File: src/rtl/phoenix_packet_buffer.sv
// phoenix_packet_buffer: per-port circular flit FIFO with credit return and packet-framing FSM.
// Optional occupancy port enabled by defining PHOENIX_BUF_OCC_EN.
module phoenix_packet_buffer #(
    parameter int TAM_FLIT = 16,
    parameter int DEPTH    = 16
) (
    input  logic                clock,
    input  logic                reset,
    input  logic                rx,
    input  logic [TAM_FLIT-1:0] data_in,
    output logic                credit_o,
    output logic                h,
    input  logic                ack_h,
    output logic                data_av,
    input  logic                data_ack,
    output logic                sender,
    output logic [TAM_FLIT-1:0] data
`ifdef PHOENIX_BUF_OCC_EN
    ,
    output logic [$clog2(DEPTH+1)-1:0] occupancy
`endif
);
    localparam int AW = $clog2(DEPTH);
    localparam int CW = $clog2(DEPTH + 1);
    typedef enum logic [2:0] {IDLE, ROUTE, HDR, SIZE, PAYLOAD} state_t;
    state_t              state;
    logic [TAM_FLIT-1:0] mem [DEPTH];
    logic [AW-1:0]       rd_ptr, wr_ptr;
    logic [CW-1:0]       count;
    logic [TAM_FLIT-1:0] flits;
    logic                push, pop, empty;
    always_comb begin
        empty    = count == '0;
        credit_o = count != CW'(DEPTH);
        data_av  = sender && !empty;
        push     = rx && credit_o;
        pop      = data_av && data_ack;
        data     = mem[rd_ptr];
    end
`ifdef PHOENIX_BUF_OCC_EN
    assign occupancy = count;
`endif
    always_ff @(posedge clock)
        if (push) mem[wr_ptr] <= data_in;
    // Pointers wrap for free because DEPTH is a power of two.
    always_ff @(posedge clock or posedge reset)
        if (reset) begin
            rd_ptr <= '0;
            wr_ptr <= '0;
            count  <= '0;
        end else begin
            if (push) wr_ptr <= wr_ptr + 1'b1;
            if (pop) rd_ptr <= rd_ptr + 1'b1;
            count <= count + CW'(push) - CW'(pop);
        end
    always_ff @(posedge clock or posedge reset)
        if (reset) begin
            state  <= IDLE;
            h      <= 1'b0;
            sender <= 1'b0;
            flits  <= '0;
        end else begin
            case (state)
                IDLE: if (!empty) begin
                    state <= ROUTE;
                    h     <= 1'b1;
                end
                ROUTE: if (ack_h) begin
                    state  <= HDR;
                    h      <= 1'b0;
                    sender <= 1'b1;
                end
                HDR: if (pop) state <= SIZE;
                SIZE: if (pop) begin
                    flits <= data;
                    if (data == '0) begin
                        state  <= IDLE;
                        sender <= 1'b0;
                    end else state <= PAYLOAD;
                end
                PAYLOAD: if (pop) begin
                    flits <= flits - 1'b1;
                    if (flits == TAM_FLIT'(1)) begin
                        state  <= IDLE;
                        sender <= 1'b0;
                    end
                end
                default: begin
                    state  <= IDLE;
                    h      <= 1'b0;
                    sender <= 1'b0;
                end
            endcase
        end
endmodule

File: config.mk
export PLATFORM = sky130hd
export DESIGN_NAME = phoenix_packet_buffer
export DESIGN_NICKNAME = d
export VERILOG_FILES = /design/src/rtl/phoenix_packet_buffer.sv
export SDC_FILE = /design/constraint.sdc
export NUM_CORES = 1
export LEC_CHECK = 0
export ABC_AREA = 1
export CAP_MARGIN = 30
export CORE_AREA = 2 2 249 128
export CTS_CLUSTER_DIAMETER = 120
export DETAILED_ROUTE_END_ITERATION = 7
export DIE_AREA = 0 0 251 130
export PLACE_DENSITY_LB_ADDON = 0.2
export SLEW_MARGIN = 40
export SYNTH_ARGS = -nofsm -noshare
export SYNTH_HDL_FRONTEND = slang
export SYNTH_SLANG_ARGS = --single-unit
File: constraint.sdc
create_clock -name clock -period 3.3 [get_ports clock]
set_clock_uncertainty 0.1 [all_clocks]
set_input_delay 0.66 -clock clock [delete_from_list [all_inputs] [get_ports clock]]
set_output_delay 0.66 -clock clock [all_outputs]
set_load 0.02 [all_outputs]
==> impl_metrics.csv, run 1 <==
group,metric,value,unit
yosys,synth.cells.most_frequent,"nand2_1, edfxtp_1, nand3_1",
yosys,yosysMostFrequentCell,"nand2_1",
timing,worst_slew_pin_slew,0.697,ns
yosys,yosysSeqAreaShare,0.674,
route,vias_per_cell,5.13,
setup_path,path_common_cell,"nand3_1",
grt,grt_usage,0.214,
placement,hpwl,21.2,mm
setup_path,worstPathArrival,2.46,ns
yosys,syn-num-nets,1253,
yosys,synth_top_area_cell,"edfxtp_1",
die,initial_core_util,0.410,
pwr,power_leakage,0.00589,uW
clock_network,clk_path_buf_depth,3,
grt,overflow,0,
clock_network,cts-root-buf,"clkbuf_16",
clock_network,clk_latency,0.55,ns
clock_network,cts_max_level,1,
grt,grt_max_degree,69,
setup_path,cp_max_fo,38,
timing,setup_viol,0,
setup_path,required,2.54,ns
route,wl_per_cell,20.1,microns
timing,period_needed,3.22,ns
timing,slew_viol_final,0,
grt,grt_pass1_wl,52.2,mm
placement,gp_congestion,0.847,
yosys,syn_area,12700,sq um
final_layout,n_antenna_cell,0,
final_layout,nets,1317,
pwr,p_total,8590,uW
yosys,synthArstFlopShare,0.117,
timing,rsz0062_at_grt,"true",
placement,dp.cells,1659,
setup_path,startpoint_type,"flip-flop",
timing,fmax,311,MHz
yosys,syn-instance-count,1218,
setup_path,path_class,"reg2out",
die,chipWidth,251,microns
die,coreArea,30800,sq um
final_layout,final_layout_size_suffix_gt1_frac,0.0954,
setup_path,r2r_slack,0.54,ns
yosys,synth_ff_type,"edfxtp_1",
run_status,run_status,"finished clean",
die,row_count,46,
setup_path,slowest_stage,"dfrtp_4",
timing,hold_viol_final,0,
clock_network,cts_setup_buffers,0,
route,drc,0,
yosys,synth-seq-cells,290,
yosys,synth_edf_count,256,
flow_run,drv_cap,0,
yosys,yosys_warnings,0,
pwr,ir_worst_vdd,407,uV
final_layout,area_growth,16.6,%
pwr,powerDensity,582,nW/um^2
route,wl,34.4,mm
clock_network,numCtsBuffers,26,
die,die_area,32600,sq um
die,die_height,130,microns
route,vias,8755,
placement,portBuffers,40,
grt,grt_pass1_vias,8154,
route,ant_nets,0,
clock_network,path_clk_slew,0.06,ns
yosys,avgSynthCellArea,10.4,sq um
route,dr.pass1.iters,5,
timing,slew_headroom,0.534,
clock_network,cts_tree,"built",
setup_path,crit_path_end_kind,"primary output",
die,io_pins,41,
yosys,ys_types,28,
setup_path,crit_chain,"inv_4 > buf_16 > nand2_1 > nand3_1 > nand3_1 > nand3_1 > nand2_1 > dlygate4sd2_1",
timing,min_period_over_period,0.975,
final_layout,instances_no_fill,1708,
route,first_iter_violations,1026,
yosys,yosysTopAreaCellShare,0.607,
clock_network,cts.sinks,290,
hold_path,hold_class,"reg2reg",
yosys,yosys-top-cells-area,"edfxtp_1, nand2_1, dfrtp_1",
setup_path,crit_path_max_incr_delay,0.53,ns
grt,antenna_found_initial,0,
logic make-up (layout without fill, tap and decap cells):
family / count (synthesis) / in the layout / share of synthesized area
xor gates and xnor gates: 14 / 14 / 0.00968
AOI/OAI and AO/OA: 87 / 87 / 0.0384
and+or+nand+nor: 636 / 636 / 0.205
DFF: 290 / 290 / 0.674
adders and majority gates: 14 / 14 / 0.0144
buffers and inverters: 177 / 259 / 0.0586
power breakdown:
part           total (uW)  internal, uW  switching [uW]
Clock                3090          1720            1370
Sequential           4480          4380             104
Combinational        1020           310             711
Total                8590          6410            2190
layout by cell type, fill, tap and decap left out, types with 17 or more instances in the layout:
| master | count |
|---|---|
| dfrtp_1 | 32 |
| edfxtp_1 | 256 |
| nand2_1 | 386 |
| nor2_1 | 78 |
| clkdlybuf4s50_1 | 24 |
| inv_1 | 115 |
| a21oi_1 | 17 |
| o21ai_0 | 35 |
| clkbuf_16 | 29 |
| nand3_1 | 136 |
| buf_4 | 40 |
path summary, 6_finish.rpt:
path,startpoint,to,cells after the start
min in group asynchronous,reset,wr_ptr[0],2
max,rd_ptr[0],data[4],8
max reg2reg,count[3],count[4],15
max in group asynchronous,reset,flits[9],3
min,h,h,2
min reg2reg,h,h,2
cell type report:
cell class	instances	area (sq um)
Clock buffer	30	687
Clock inverter	16	155
Fill cell	2824	16100
Inverter	119	449
Multi-Input combinational cell	751	3440
Sequential cell	290	8540
Tap cell	408	510
Timing Repair Buffer	94	981
metal layers:
| layer | vias up | global-route usage | part of all wire |
|---|---|---|---|
| li1 | 4198 | - | - |
| met2 | 343 | 0.282 | 0.39 |
| met3 | 39 | 0.0437 | 0.083 |
| met5 | - | 0 | 0 |
| met4 | 0 | 0.0403 | 0.016 |
| met1 | 4175 | 0.356 | 0.52 |
critical path, delay by kind of cell (launching register included):
family	cells	cell delay (ns)
buffers and inverters	3	0.85
flip-flops	1	0.53
AND/OR/NAND/NOR	5	0.52
metrics by stage:
| step | utilization | hold slack (ns) | worst slack (ns) | setup TNS, ns | instance area (sq um) |
|---|---|---|---|---|---|
| 2_1_floorplan | - | 0.354 | 0.733 | 0 | 12700 |
| 3_3_place_gp | 0.449 | 0.367 | 0.261 | 0 | 13800 |
| 3_5_place_dp | 0.449 | 0.377 | 0.261 | 0 | 13800 |
| 4_1_cts | 0.477 | 0.394 | -0.0163 | -0.0163 | 14700 |
| 6_report | 0.479 | 0.394 | 0.0811 | 0 | 14800 |
| 5_1_grt | 0.479 | 0.438 | -0.0347 | -0.0452 | 14800 |
what timing repair did:
item,4_1_cts,5_1_grt
gates resized for setup,17,21
gates cloned,1,2
endpoints found under the setup margin,16,16
pin swaps,0,1
hold buffers,0,0
registers in the layout, indices dropped and copies added, names as in the netlist:
register	count
h	1
mem	256
rd_ptr	4
state	3
flits	16
wr_ptr	4
count	5
sender	1
Note: power is estimated with default switching activity, not from simulation.
==> run 2: changes to the inputs <==
Settings changed: CORE_AREA 2 2 249 128 to 2 2 177 179, CTS_BUF_LIST set to sky130_fd_sc_hd__clkbuf_8, DIE_AREA 0 0 251 130 to 0 0 179 181.
==> run 2 against run 1 <==
Compared with the run above:
- global-route usage fell by 0.98 points
- wire length decreased by 7.3%
- critical path type unchanged
- final area about the same
- largest cell class unchanged
- final cell count grew 2.2%
- setup slack better by 0.068 ns
- clock power is essentially flat
==> impl_metrics.csv, run 2 (synthesized netlist as in run 1, its figures left out) <==
group,metric,value,unit
placement,pre_cts_slack,0.319,ns
timing,slew_viol_final,0,
final_layout,largest_reg_flops,256,
clock_network,cts_hold_buf,0,
placement,hpwl,19.4,mm
die,die_area,32400,sq um
setup_path,path_common_cell,"nand2_1",
die,initial_core_util,0.417,
final_layout,area_growth,16.7,%
die,coreArea,30300,sq um
grt,grt_pass1_vias,8569,
grt,grt_max_degree,52,
clock_network,cts-root-buf,"clkbuf_8",
final_layout,nets,1342,
route,vias,8853,
grt,antenna_found_initial,1,
setup_path,crit_path_end_kind,"primary output",
timing,timing.hold.ws,0.322,ns
setup_path,slowest_stage,"dfrtp_4",
pwr,power_leakage,0.00600,uW
die,io_pins,41,
placement,placed_area,13800,sq um
timing,rsz0062_at_grt,"false",
route,first_iter_violations,831,
clock_network,cts_tree,"built",
die,die_height,181,microns
clock_network,numCtsBuffers,51,
route,dr.pass1.iters,5,
die,chipWidth,179,microns
setup_path,cp_num_buf_inv,2,
timing,slew_headroom,0.594,
grt,grt_pass1_wl,49.8,mm
route,wl,31.9,mm
setup_path,crit_chain,"bufbuf_16 > nand2_1 > nand2_1 > nand2_1 > nand3_1 > nand3_1 > nand2_2 > dlygate4sd2_1",
timing,min_period_over_period,0.955,
setup_path,crit_family,"buffers and inverters",
clock_network,cts.sinks,290,
route,vias_per_cell,5.07,
timing,hold_viol_final,0,
pwr,powerDensity,579,nW/um^2
clock_network,clk_latency,0.58,ns
final_layout,layout_commonest_cell,"nand2_1",
route,ant_nets,0,
final_layout,final_layout_size_suffix_gt1_frac,0.111,
placement,portBuffers,40,
route,drc,0,
clock_network,path_clk_slew,0.07,ns
setup_path,path_class,"reg2out",
run_status,run_status,"finished clean",
final_layout,reg_top3,"mem: 256 flops, flits: 16 flops, count: 5 flops",
timing,layout_setup_ws,0.149,ns
placement,gp_congestion,0.804,
final_layout,final_cell_mix,"nand2_1, edfxtp_1, nand3_1",
setup_path,required,2.54,ns
clock_network,cts_max_level,2,
flow_run,drv_cap,0,
pwr,p_total,8560,uW
timing,fin_setup_tns,0,ns
grt,grt_usage,0.204,
setup_path,worstPathArrival,2.39,ns
timing,worst_slew_pin_slew,0.607,ns
setup_path,cp_max_fo,50,
grt,overflow,0,
setup_path,startpoint_type,"flip-flop",
setup_path,crit_path_max_incr_delay,0.48,ns
final_layout,regMostFlops,"mem",
clock_network,clk_path_buf_depth,3,
final_layout,stdcell_area,14800,sq um
timing,period_needed,3.15,ns
timing,setup_viol,0,
hold_path,hold_class,"in2async",
timing,fmax,317,MHz
route,wl_per_cell,18.3,microns
pwr,ir_worst_vdd,252,uV
die,row_count,64,
==> run 2: metal layers <==
layer	track usage	wire (microns)	vias to the layer above
met1	0.281	14000	4244
met4	0.0576	588	0
met2	0.328	15100	310
met3	0.0404	2230	55
met5	0	0	-
li1	-	-	4244
==> run 2: worst paths after layout <==
kind / from / end / slack, ns / cells past startpoint
max: rd_ptr[0] / data[12] / 0.15 / 8
max in group asynchronous: reset / flits[14] / 2.26 / 3
min: reset / wr_ptr[1] / 0.32 / 2
min reg2reg: flits[11] / flits[11] / 0.40 / 2
max reg2reg: count[2] / count[4] / 0.55 / 15
min in group clock: flits[11] / flits[11] / 0.40 / 2
==> run 2: cell type report <==
class / count / area, sq um
Clock inverter: 42 / 230
Fill cell: 2794 / 15600
Sequential cell: 290 / 8540
Tap cell: 396 / 495
Timing Repair Buffer: 94 / 906
Inverter: 119 / 452
Antenna cell: 1 / 2.50
Clock buffer: 52 / 716
Multi-Input combinational cell: 751 / 3430
==> run 2: power by group <==
group,switching [uW],leakage (uW),total [uW],internal [uW]
clock,1460,0.000544,3080,1620
combinational,687,0.00278,994,307
sequential,101,0.00268,4480,4380
==> run 2: repair_timing <==
item | CTS | global route
endpoints found under the hold margin | 0 | 0
setup buffers | 0 | 0
endpoints found under the setup margin | 16 | 9
gates resized for setup | 22 | 14
cloned | 1 | 0
==> run 2: metrics by stage <==
stage / util / std cells
finish: 0.487 / 1745
global route: 0.487 / 1745
CTS: 0.487 / 1744
detailed placement: 0.455 / 1649
global placement: 0.455 / 1649
floorplan: - / 1218
==> run 2: worst register-to-register path, stage by stage (launching register included) <==
cell and delay (ns):
dfrtp_1 0.38, inv_1 0.08, ha_1 0.16, nand4_1 0.13, nand2_1 0.08, inv_1 0.04
nand2_1 0.11, inv_1 0.14, ha_1 0.30, inv_1 0.04, ha_1 0.20, fa_1 0.44
a21oi_1 0.15, nor2_1 0.05, nor2_1 0.11, xor2_1 0.16
==> run 3: changes to the inputs <==
Settings changed: CORE_AREA 2 2 177 179 to 10 10 185 187, DIE_AREA 0 0 179 181 to 0 0 195 197.
==> run 3 against run 2 <==
Compared with the run above:
- combinational power fell by 6.6%
- highest routed layer unchanged
- sequential cell count did not move
- first-iteration DRC count fell by 21%
- critical endpoint is now data[11]
- largest power group unchanged
- critical path type unchanged
- wire length fell by 0.86%
- register-to-register slack barely moved
- largest cell class unchanged
- final cell count fell by 0.92%
- sequential power barely moved
==> impl_metrics.csv, run 3 (synthesized netlist as in run 1, its figures left out) <==
group,metric,value,unit
final_layout,nFillCells,2797,
route,wl,31.6,mm
timing,slew_viol_final,0,
placement,gp_congestion,0.831,
pwr,powerDensity,576,nW/um^2
route,drc,0,
route,vias_per_cell,5.05,
grt,grt_usage,0.160,
setup_path,cp_max_fo,30,
pwr,p_switching,2200,uW
clock_network,cts.sinks,290,
die,chipWidth,195,microns
setup_path,crit_chain,"inv_4 > bufbuf_16 > nand2_1 > nand2_1 > nand2_1 > nand3_1 > nand3_1 > nand2_2 > clkdlybuf4s15_2",
final_layout,stdcell_area,14700,sq um
setup_path,slowest_stage,"dfrtp_4",
timing,period_needed,3.23,ns
clock_network,cts_tree,"built",
setup_path,startpoint_type,"flip-flop",
route,first_iter_violations,655,
route,wl_met3,1.71,mm
timing,worst_slew_pin_slew,0.647,ns
final_layout,area_growth,16.0,%
route,wl_per_cell,18.3,microns
route,dr.pass1.iters,5,
grt,grt_max_degree,76,
clock_network,clk_latency,0.56,ns
run_status,run_status,"finished clean",
placement,portBuffers,40,
setup_path,path_class,"reg2out",
setup_path,required,2.54,ns
timing,min_period_over_period,0.978,
setup_path,worstPathArrival,2.47,ns
timing,timing.hold.ws,0.324,ns
die,die_area,38400,sq um
final_layout,nets,1328,
pwr,power_leakage,0.00594,uW
grt,antenna_found_initial,0,
die,row_count,64,
die,die_height,197,microns
grt,grt_pass1_vias,8548,
clock_network,path_clk_slew,0.06,ns
setup_path,crit_path_end_kind,"primary output",
placement,hpwl,18.0,mm
pwr,clockPowerShare,0.360,
route,wl_met1,14.2,mm
setup_path,path_common_cell,"nand2_1",
clock_network,numCtsBuffers,50,
pwr,seq_power_share,0.530,
clock_network,cts-root-buf,"clkbuf_8",
die,initial_core_util,0.416,
pwr,switching_share,0.260,
final_layout,final_cell_mix,"nand2_1, edfxtp_1, nand3_1",
setup_path,crit_path_max_incr_delay,0.53,ns
final_layout,largest_reg_flops,256,
grt,grt_pass1_wl,48.7,mm
route,top_layer,"met4",
final_layout,regMostFlops,"mem",
clock_network,cts_max_level,2,
flow_run,drv_cap,0,
route,wl_met2,15.0,mm
final_layout,final_layout_size_suffix_gt1_frac,0.101,
clock_network,cts_hold_buf,0,
timing,slew_headroom,0.567,
die,io_pins,41,
pwr,comb_power_share,0.110,
placement,placed_area,13700,sq um
die,coreArea,30400,sq um
final_layout,regArea,8540,sq um
timing,fin_setup_tns,0,ns
final_layout,multi_input_area,3430,sq um
hold_path,hold_class,"in2async",
final_layout,n_antenna_cell,0,
pwr,ir_worst_vdd,264,uV
pwr,internal-power,6260,uW
grt,overflow,0,
timing,setup_viol,0,
timing,hold_viol_final,0,
final_layout,reg_top3,"mem: 256 flops, flits: 16 flops, count: 5 flops",
final_layout,layout_commonest_cell,"nand2_1",
route,vias,8727,
clock_network,clk_path_buf_depth,3,
route,ant_nets,0,
timing,rsz0062_at_grt,"true",
timing,fmax,310,MHz
## run 3: cell types whose count changed in the layout (fill, tap and decap cells not counted), sizes merged
cell,before,now
clkdlybuf4s15,2,5
diode,1,0
dlygate4sd2,8,7
clkbuf,58,56
inv,132,139
clkinvlp,1,0
buf,53,39
clkinv,26,19
## run 3: worst paths after layout
path / slack [ns] / from / cells after the start / end
worst max-delay path: 0.07 / rd_ptr[0] / 9 / data[11]
worst min-delay path: 0.32 / reset / 2 / wr_ptr[2]
worst max register to register: 0.54 / count[2] / 15 / count[4]
worst min register to register: 0.39 / flits[11] / 2 / flits[11]
max in group asynchronous: 2.08 / reset / 3 / flits[5]
min in group clock: 0.39 / flits[11] / 2 / flits[11]
## run 3: timing repair
item                                    4_1_cts  5_1_grt
endpoints found under the setup margin       16       11
setup buffers                                 0        0
pin swaps                                     0        0
cloned                                        1        1
gates resized for setup                      29       10
## run 3: cell type report
type,instances,area share
Clock buffer,51,0.0478
Clock inverter,41,0.0156
Inverter,119,0.0306
Multi-Input combinational cell,751,0.234
Sequential cell,290,0.582
Tap cell,396,0.0337
Timing Repair Buffer,81,0.0572
## run 3: critical path, delay by kind of cell (launching register included)
| family | cells | cell delay [ns] |
|---|---|---|
| flops | 1 | 0.53 |
| buf+inv | 3 | 0.81 |
| simple gates | 6 | 0.54 |
## run 3: power groups by stage
stage               clock network (uW)  registers, uW  logic [uW]
floorplan                            0           4540         540
global placement                     0           4550         939
detailed placement                   0           4560         947
CTS                               3120           4480         948
global route                      3310           4510        1050
finish                            3040           4480         928
## run 3: layer usage
metal  global-route usage  up-vias
met5                    0        -
met4               0.0498        0
met3               0.0300       61
met2                0.271      238
met1                0.205     4212
li1                     -     4216
## run 3: stage by stage
stage / setup slack (ns) / power [uW] / utilization / instances
after CTS: 0.00690 / 8560 / 0.482 / 1728
after floorplan: 0.733 / 5080 / - / 1218
final: 0.0734 / 8460 / 0.483 / 1729
after global placement: 0.365 / 5490 / 0.450 / 1635
after global routing: -0.0990 / 8870 / 0.483 / 1729
after detailed placement: 0.349 / 5500 / 0.450 / 1635
